<file path="config.mk">
export PLATFORM = sky130hd
export DESIGN_NAME = out_display_scanner
export DESIGN_NICKNAME = d
export VERILOG_FILES = /design/src/rtl/seg7_pkg.sv /design/src/rtl/hex_to_seg7.sv /design/src/rtl/out_display_scanner.sv
export SDC_FILE = /design/constraint.sdc
export NUM_CORES = 1
export LEC_CHECK = 0
export ABC_CLOCK_PERIOD_IN_PS = 2800
export BUFFER_PORTS_ARGS = -buffer_cell sky130_fd_sc_hd__buf_2
export CORE_ASPECT_RATIO = 1.1
export CORE_UTILIZATION = 51
export CTS_CLUSTER_SIZE = 28
export DETAILED_ROUTE_END_ITERATION = 10
export PLACE_DENSITY_LB_ADDON = 0.2
export SLEW_MARGIN = 15
export SYNTH_ARGS = -nofsm -noshare
export SYNTH_HDL_FRONTEND = slang
export SYNTH_SLANG_ARGS = --single-unit
</file>
<file path="constraint.sdc">
create_clock -name clk -period 2.8 [get_ports clk]
set_input_delay 0.28 -clock clk [delete_from_list [all_inputs] [get_ports clk]]
set_output_delay 0.28 -clock clk [all_outputs]
set_load 0.005 [all_outputs]
</file>
<file path="src/rtl/seg7_pkg.sv">
// Shared constants for the multiplexed 7-segment display: digit count,
// blank patterns and the active-low hex glyph table.
package seg7_pkg;

  localparam int unsigned N_DIGITS = 8;
  localparam int unsigned NIB_W    = 4;
  localparam int unsigned SEG_W    = 7;
  localparam int unsigned WORD_W   = N_DIGITS * NIB_W;

  localparam logic [SEG_W-1:0]    SEG_OFF = 7'h7F;
  localparam logic [N_DIGITS-1:0] AN_OFF  = 8'hFF;

  // Glyphs {g,f,e,d,c,b,a}, active-low; entry 0 is the rightmost literal.
  localparam logic [15:0][SEG_W-1:0] HEX7 = {
    7'h0E, 7'h06, 7'h21, 7'h46, 7'h03, 7'h08, 7'h10, 7'h00,
    7'h78, 7'h02, 7'h12, 7'h19, 7'h30, 7'h24, 7'h79, 7'h40
  };

endpackage

</file>
<file path="src/rtl/hex_to_seg7.sv">
// Combinational nibble to active-low 7-segment glyph lookup.
module hex_to_seg7
  import seg7_pkg::*;
(
  input  logic [NIB_W-1:0] nib_i,
  output logic [SEG_W-1:0] seg_c_o
);

  assign seg_c_o = HEX7[nib_i];

endmodule

</file>
<file path="src/rtl/out_display_scanner.sv">
// Scans a 32-bit word onto an 8-digit common-anode display, capturing the
// word once per frame so digits never tear, with optional leading-zero blanking.
module out_display_scanner
  import seg7_pkg::*;
#(
  parameter int unsigned SCAN_DIV = 50000,
  parameter bit          BLANK_LZ = 1'b1
) (
  input  logic                clk,
  input  logic                rst,
  input  logic [WORD_W-1:0]   value_i,
  output logic [N_DIGITS-1:0] an_o,
  output logic [SEG_W-1:0]    seg_o,
  output logic                frame_o
);

  localparam int unsigned    DIV_W   = (SCAN_DIV > 1) ? $clog2(SCAN_DIV) : 1;
  localparam logic [DIV_W-1:0] DIV_MAX = DIV_W'(SCAN_DIV - 1);

  logic [DIV_W-1:0]    div_q, div_d;
  logic [2:0]          idx_q, idx_d;
  logic [WORD_W-1:0]   shadow_q, shadow_d;
  logic                first_q, first_d;
  logic [N_DIGITS-1:0] an_q, an_d;
  logic [SEG_W-1:0]    seg_q, seg_d;
  logic                frame_q, frame_d;

  logic                tick_c;
  logic                frame_start_c;
  logic [N_DIGITS-1:0] lit_c;
  logic [NIB_W-1:0]    nib_c;
  logic [SEG_W-1:0]    glyph_c;

  hex_to_seg7 u_hex_to_seg7 (
    .nib_i   (nib_c),
    .seg_c_o (glyph_c)
  );

  // Next-state: divider, digit index, frame capture and output encoding.
  always_comb begin
    tick_c        = (div_q == DIV_MAX);
    frame_start_c = first_q | (tick_c & (idx_q == 3'd7));
    first_d       = 1'b0;
    frame_d       = frame_start_c;

    // The first edge after reset opens a full-length frame at digit 0.
    div_d = (tick_c | first_q) ? '0 : div_q + DIV_W'(1);
    if (first_q)     idx_d = 3'd0;
    else if (tick_c) idx_d = idx_q + 3'd1;
    else             idx_d = idx_q;

    shadow_d = frame_start_c ? value_i : shadow_q;

    // A digit is lit if it is digit 0 or any nibble at or above it is non-zero.
    lit_c = '0;
    for (int unsigned k = 0; k < N_DIGITS; k++) begin
      lit_c[k] = (k == 0) || !BLANK_LZ || ((shadow_q >> (NIB_W * k)) != '0);
    end

    nib_c = shadow_q[{idx_q, 2'b00} +: NIB_W];
    an_d  = AN_OFF;
    seg_d = SEG_OFF;
    if (lit_c[idx_q]) begin
      an_d  = ~(N_DIGITS'(1) << idx_q);
      seg_d = glyph_c;
    end
  end

  always_ff @(posedge clk or negedge rst) begin
    if (!rst) begin
      div_q    <= '0;
      idx_q    <= 3'd0;
      shadow_q <= '0;
      first_q  <= 1'b1;
      an_q     <= AN_OFF;
      seg_q    <= SEG_OFF;
      frame_q  <= 1'b0;
    end else begin
      div_q    <= div_d;
      idx_q    <= idx_d;
      shadow_q <= shadow_d;
      first_q  <= first_d;
      an_q     <= an_d;
      seg_q    <= seg_d;
      frame_q  <= frame_d;
    end
  end

  assign an_o    = an_q;
  assign seg_o   = seg_q;
  assign frame_o = frame_q;

endmodule

</file>
### Yosys cells after proc, flatten, opt, wreduce, memory -nomap -nowiden

Memories as Yosys holds them, arrays and structs flattened.
Index checks and enable logic that the tools add are counted.

| word-level totals | value |
|---|---|
| flip-flop bits (word level) | 68 |
| memories kept | 1 |
| output and inout port bits | 16 |
| bits of input ports | 34 |
| word-level logic and storage cells | 36 |
| ROM bits | 112 |

Memory list:

| memory | words | bits a word | read ports | clocked after memory_dff | write ports | RTL line | RTL |
|---|---|---|---|---|---|---|---|
| (name not given) | 16 | 7 | 1 | 0 | 0 | hex_to_seg7.sv:9 | `assign seg_c_o = HEX7[nib_i];` |

| cells by class | value |
|---|---|
| reduce and logical (&&, ||, !) cells | 8 |
| multiplexer cells | 8 |
| $lt $le $gt $ge | 2 |
| shifts and indexed selects | 2 |
| add/subtract/negate cells | 2 |
| bitwise logic cells | 4 |
| eq/ne operators | 2 |

Operator list:

| cell | count |
|---|---|
| nonzero test 32 bit | 7 |
| variable part select 32 x 6 -> 4 bit | 1 |
| adder 16 x 1 -> 16 bit, second input constant | 1 |
| equality test 16 bit, second input constant | 1 |
| 2-to-1 mux 16 bit | 1 |
| 2-to-1 mux 7 bit | 2 |
| 2-to-1 mux 8 bit | 1 |
| inverter 8 bit | 1 |
| << shifter 1 x 3 -> 8 bit, first input constant | 1 |
| 2-to-1 mux 3 bit | 2 |
| < comparator 4 x 5 -> 1 bit, second input constant | 1 |
| < comparator 3 x 4 -> 1 bit, second input constant | 1 |
| adder 3 x 1 -> 3 bit, second input constant | 1 |
| binary-select mux 1 bit (select 3 bit) | 1 |
| equality test 3 bit, second input constant | 1 |
| OR 1 bit | 2 |
| nonzero test 2 bit | 1 |
| AND 1 bit | 1 |
| 2-to-1 mux 1 bit | 1 |

### Logic depth before layout (Yosys ltp)

| logic depth | value |
|---|---|
| depth after elaboration | 4 |
| mapped depth | 10 |
| mapped depth without buffers | 9 |

### Hierarchy

Synthesis repeated with hierarchy kept, for this count alone.

| unflattened totals | value |
|---|---|
| cell total of the unflattened synthesis | 271 |
| area, all modules | 3,503.4 um^2 |

Modules (own cells, without submodules):

| module | times used | area each (um^2) | sequential area each (um^2) | cells an instance |
|---|---|---|---|---|
| out_display_scanner | 1 | 3,229.3 | 1,721.7 | 238 |
| hex_to_seg7 | 1 | 274.0 | 0.0 | 33 |

### Worst setup path after synthesis

Ideal clock, no wire load.

| path | value |
|---|---|
| kind | register to register |
| start | register idx_q[2] |
| end | register seg_q[3] (netlist: seg_o[3]) |
| stages on the path, launching flop included | 10 |
| clock period less this slack | 2,217 ps |
| setup time | 85 ps |
| data required time | 2,715 ps |
| path slack | 583 ps |
| arrival | 2,132 ps |
| path buffers | 1 |
| path through | dfrtp_1 buf_2 mux4_2 mux2i_1 inv_1 ha_1 inv_1 nor2_1 a211oi_1 o21ai_1 |

| on the way | value |
|---|---|
| cells in the longest elaborated chain, start to end | 4 |
| elaborated cells between the ends (all ways) | 6 |
| classes of those cells | shift: 1; mux: 4; memory: 1 |

Ends and longest elaborated chain:

| what | RTL line | RTL |
|---|---|---|
| start, declared | out_display_scanner.sv:21 | `logic [2:0] idx_q, idx_d;` |
| start signal, assigned | out_display_scanner.sv:80 | `idx_q <= idx_d;` |
| variable part select 32 x 6 -> 4 bit | out_display_scanner.sv:60 | `nib_c = shadow_q[{idx_q, 2'b00} +: NIB_W];` |
| memory (16 x 7 bit) | n/a |  |
| 2-to-1 mux 7 bit (not written as such) | hex_to_seg7.sv:9 |  |
| 2-to-1 mux 7 bit * | out_display_scanner.sv:63 | `if (lit_c[idx_q]) begin` |
| net seg_d[3] | out_display_scanner.sv:25 | `logic [SEG_W-1:0] seg_q, seg_d;` |
| end signal, assigned | out_display_scanner.sv:84 | `seg_q <= seg_d;` |
| end, declared | out_display_scanner.sv:25 |  |

Mark *: on every way through the listed nets, which the timed path passes. The rest lies on a longest branch. The select of a mux whose other input is x is not followed.
A chain may end at the register's enable or synchronous reset.

### Final worst setup path

Ends and elaborated chain as after synthesis.

==> results.toml <==
[synthesis]
syn-cell-area_um2 = 3260
synthAdderAreaFrac = 0.0461
synth_compound_area_frac = 0.0392
async_reset_ff_frac = 1.00
synthesis.nets = 311
yosysTopAreaCellShare = 0.399
ys.flop_type = "dfrtp_1"
synth-seq-cells = 68
synthSimpleGateAreaFrac = 0.118
synth_top_family_by_area = "multiplexers"
synth-edff-count = 0
synth_cells = 265
yosysSeqAreaShare = 0.528
synthTopCellsByArea = "dfrtp_1 40%, dfstp_2 13%, mux2_2 10%, mux4_2 5.5%, ha_1 4.6%"
muxShareOfSynthArea = 0.192
synth_cell_type_count = 40
yosysWarnings = 0
synth_top_area_cell = "dfrtp_1"
synth_xor_area_frac = 0.0403
synth.avg_cell_area_um2 = 12.3

[clock_network]
numClockSinks = 68
insertion_delay_ps = 330
cts-htree-levels = 3
cts_tree = "yes"
post_cts_resized = 0
clkSlewWorstSetupHoldPaths_ps = 70
cts_buffers = 9
ctsLongestPathBuffers = 2
cts_root_buffer = "clkbuf_8"

[grt]
grt_overflow_total = 0
antenna_found_initial = 0
grt_pass1_wl_um = 10300
grtUsageTotal = 0.203
grt_max_degree = 34
grt_pass1_vias = 2143

[worst_setup_path]
cp-start-kind = "register"
worstPathMaxFanout = 8
critPathKind = "register to register"
cp.arrival_ps = 2540
cp_data_required_time_ps = 3040
cp-end-kind = "register"

[cells_and_area]
area_growth_pct = 18.9
fin_nets = 365
drive_above_1_share = 0.395
insertedDiodeCount = 0
mostFrequentLayoutCell = "dfrtp_1"
layout_common_cells = "52 x dfrtp_1, 49 x buf_2, 29 x mux2_2"

[die]
dieArea_um2 = 6710
start_util = 0.529
core_area_um2 = 6160
chipWidth_um = 78.2
io_pins = 50
rows = 30
die_h_um = 85.8

[placement]
gp_congestion = 0.883
hpwl_um = 4410
port-buffer-count = 49
post-place-ws_ps = 507

[flow_run]
cap_violations = 0

[outcome]
status = "finished clean"

[power]
leakagePower_nw = 1.68
pwr_density_cell_nw_per_um2 = 617
irDropWorstVdd_v = 0.000327

[timing]
finalWorstSetupSlack_ps = 491
finalCritPeriodShare = 0.825
report.final.slew_viol_count = 0
finalSetupViolations = 0
fin_crit_ps = 2310
finalHoldViolations = 0
fmax_ghz = 0.433
clock_skew_ps = 7.01
rsz0062_at_grt = "false"
tightest_slew_ps = 582
fin_setup_tns_ps = 0
relSlewSlack = 0.611

[route]
num_vias = 2157
drc = 0
drt-total-wl_um = 6100
viasPerCell = 5.34
wire_per_inst_um = 15.1
drt_iter0_markers = 75
ant_nets = 0
drt-pass1-iter-count = 4

[min_path]
worstHoldPathType = "input pin to register"
-- worst max-delay path, stage by stage, from the launching register on --
cell	delay, ps
dfrtp_1	510
mux4_2	540
mux2i_1	380
inv_1	120
ha_1	230
inv_1	90
nor2_1	50
a211oi_1	220
o21ai_1	80
-- logic make-up after synthesis --
family | Yosys count
compound gates | 19
xor+xnor | 15
buf+inv | 23
other cells | 1
mux | 46
fa+ha+maj | 12
simple gates | 81
flops | 68
-- final timing paths --
| check | slack [ps] | endpoint | from | cells after the start |
|---|---|---|---|---|
| setup / recovery | 490 | seg_o[3]$_DFF_PN1_ | idx_q[2]$_DFFE_PN0N_ | 8 |
| hold / removal | 150 | shadow_q[25]$_DFFE_PN0P_ | value_i[25] | 2 |
| setup reg to reg | 490 | seg_o[3]$_DFF_PN1_ | idx_q[2]$_DFFE_PN0N_ | 8 |
| hold reg to reg | 500 | div_q[0]$_DFF_PN0_ | div_q[0]$_DFF_PN0_ | 1 |
| max in group asynchronous | 1810 | shadow_q[12]$_DFFE_PN0P_ | rst | 3 |
| min in group asynchronous | 370 | div_q[7]$_DFF_PN0_ | rst | 2 |
-- final cells by class --
cell class	instances	area, um2
Clock buffer	9	124
Inverter	11	41.3
Timing Repair Buffer	55	318
Tap cell	80	100
Multi-Input combinational cell	174	1430
Clock inverter	7	139
Fill cell	500	2280
Sequential cell	68	1720
-- through the flow --
| stage | cell area (um2) | hold WS, ps | utilization | power (W) | instances |
|---|---|---|---|---|---|
| 3_3_place_gp | 3600 | 193 | 0.585 | 0.00136 | 387 |
| 3_5_place_dp | 3600 | 193 | 0.585 | 0.00137 | 387 |
| 5_1_grt | 3870 | 145 | 0.629 | 0.00250 | 404 |
| 4_1_cts | 3870 | 136 | 0.629 | 0.00242 | 404 |
| 6_report | 3870 | 153 | 0.629 | 0.00239 | 404 |
| 2_1_floorplan | 3260 | -15.6 | - | 0.00127 | 265 |
-- repair_timing --
item,CTS,global route
hold buffers,1,0
setup buffers,0,0
endpoints found under the hold margin,10,0
-- power breakdown --
part	total (W)	internal [W]	switching, W
clock	0.00104	0.000680	0.000359
sequential	0.00112	0.00106	0.0000516
combinational	0.000238	0.000127	0.000111
-- state kept, by name, summed over array words and instances (netlist names) --
name,cells
shadow_q,32
div_q,16
an_o,8
seg_o,7
idx_q,3
first_q,1
frame_o,1
-- routing by layer --
metal,track usage,vias to the layer above,wire (um)
met5,0,-,0
li1,-,1032,-
met3,0.0362,12,214
met1,0.284,1056,2960
met4,0.0993,0,115
met2,0.309,57,2810
-- cell usage after synthesis (all sizes together) (2+ instances only) --
| master | instances |
|---|---|
| nor2b | 3 |
| xnor2 | 8 |
| ha | 12 |
| or2 | 2 |
| nand4 | 3 |
| and3 | 2 |
| nor4 | 7 |
| dfstp | 16 |
| mux4 | 8 |
| o211ai | 3 |
| xor2 | 7 |
| nand2 | 16 |
| dfrtp | 52 |
| a21oi | 4 |
| mux2 | 32 |
| nor2 | 24 |
| mux2i | 6 |
| inv | 11 |
| o21ai | 7 |
| clkbuf | 2 |
| nand3 | 15 |
| nor3 | 6 |
| buf | 10 |
No activity file was read; power rests on OpenSTA's default activity.
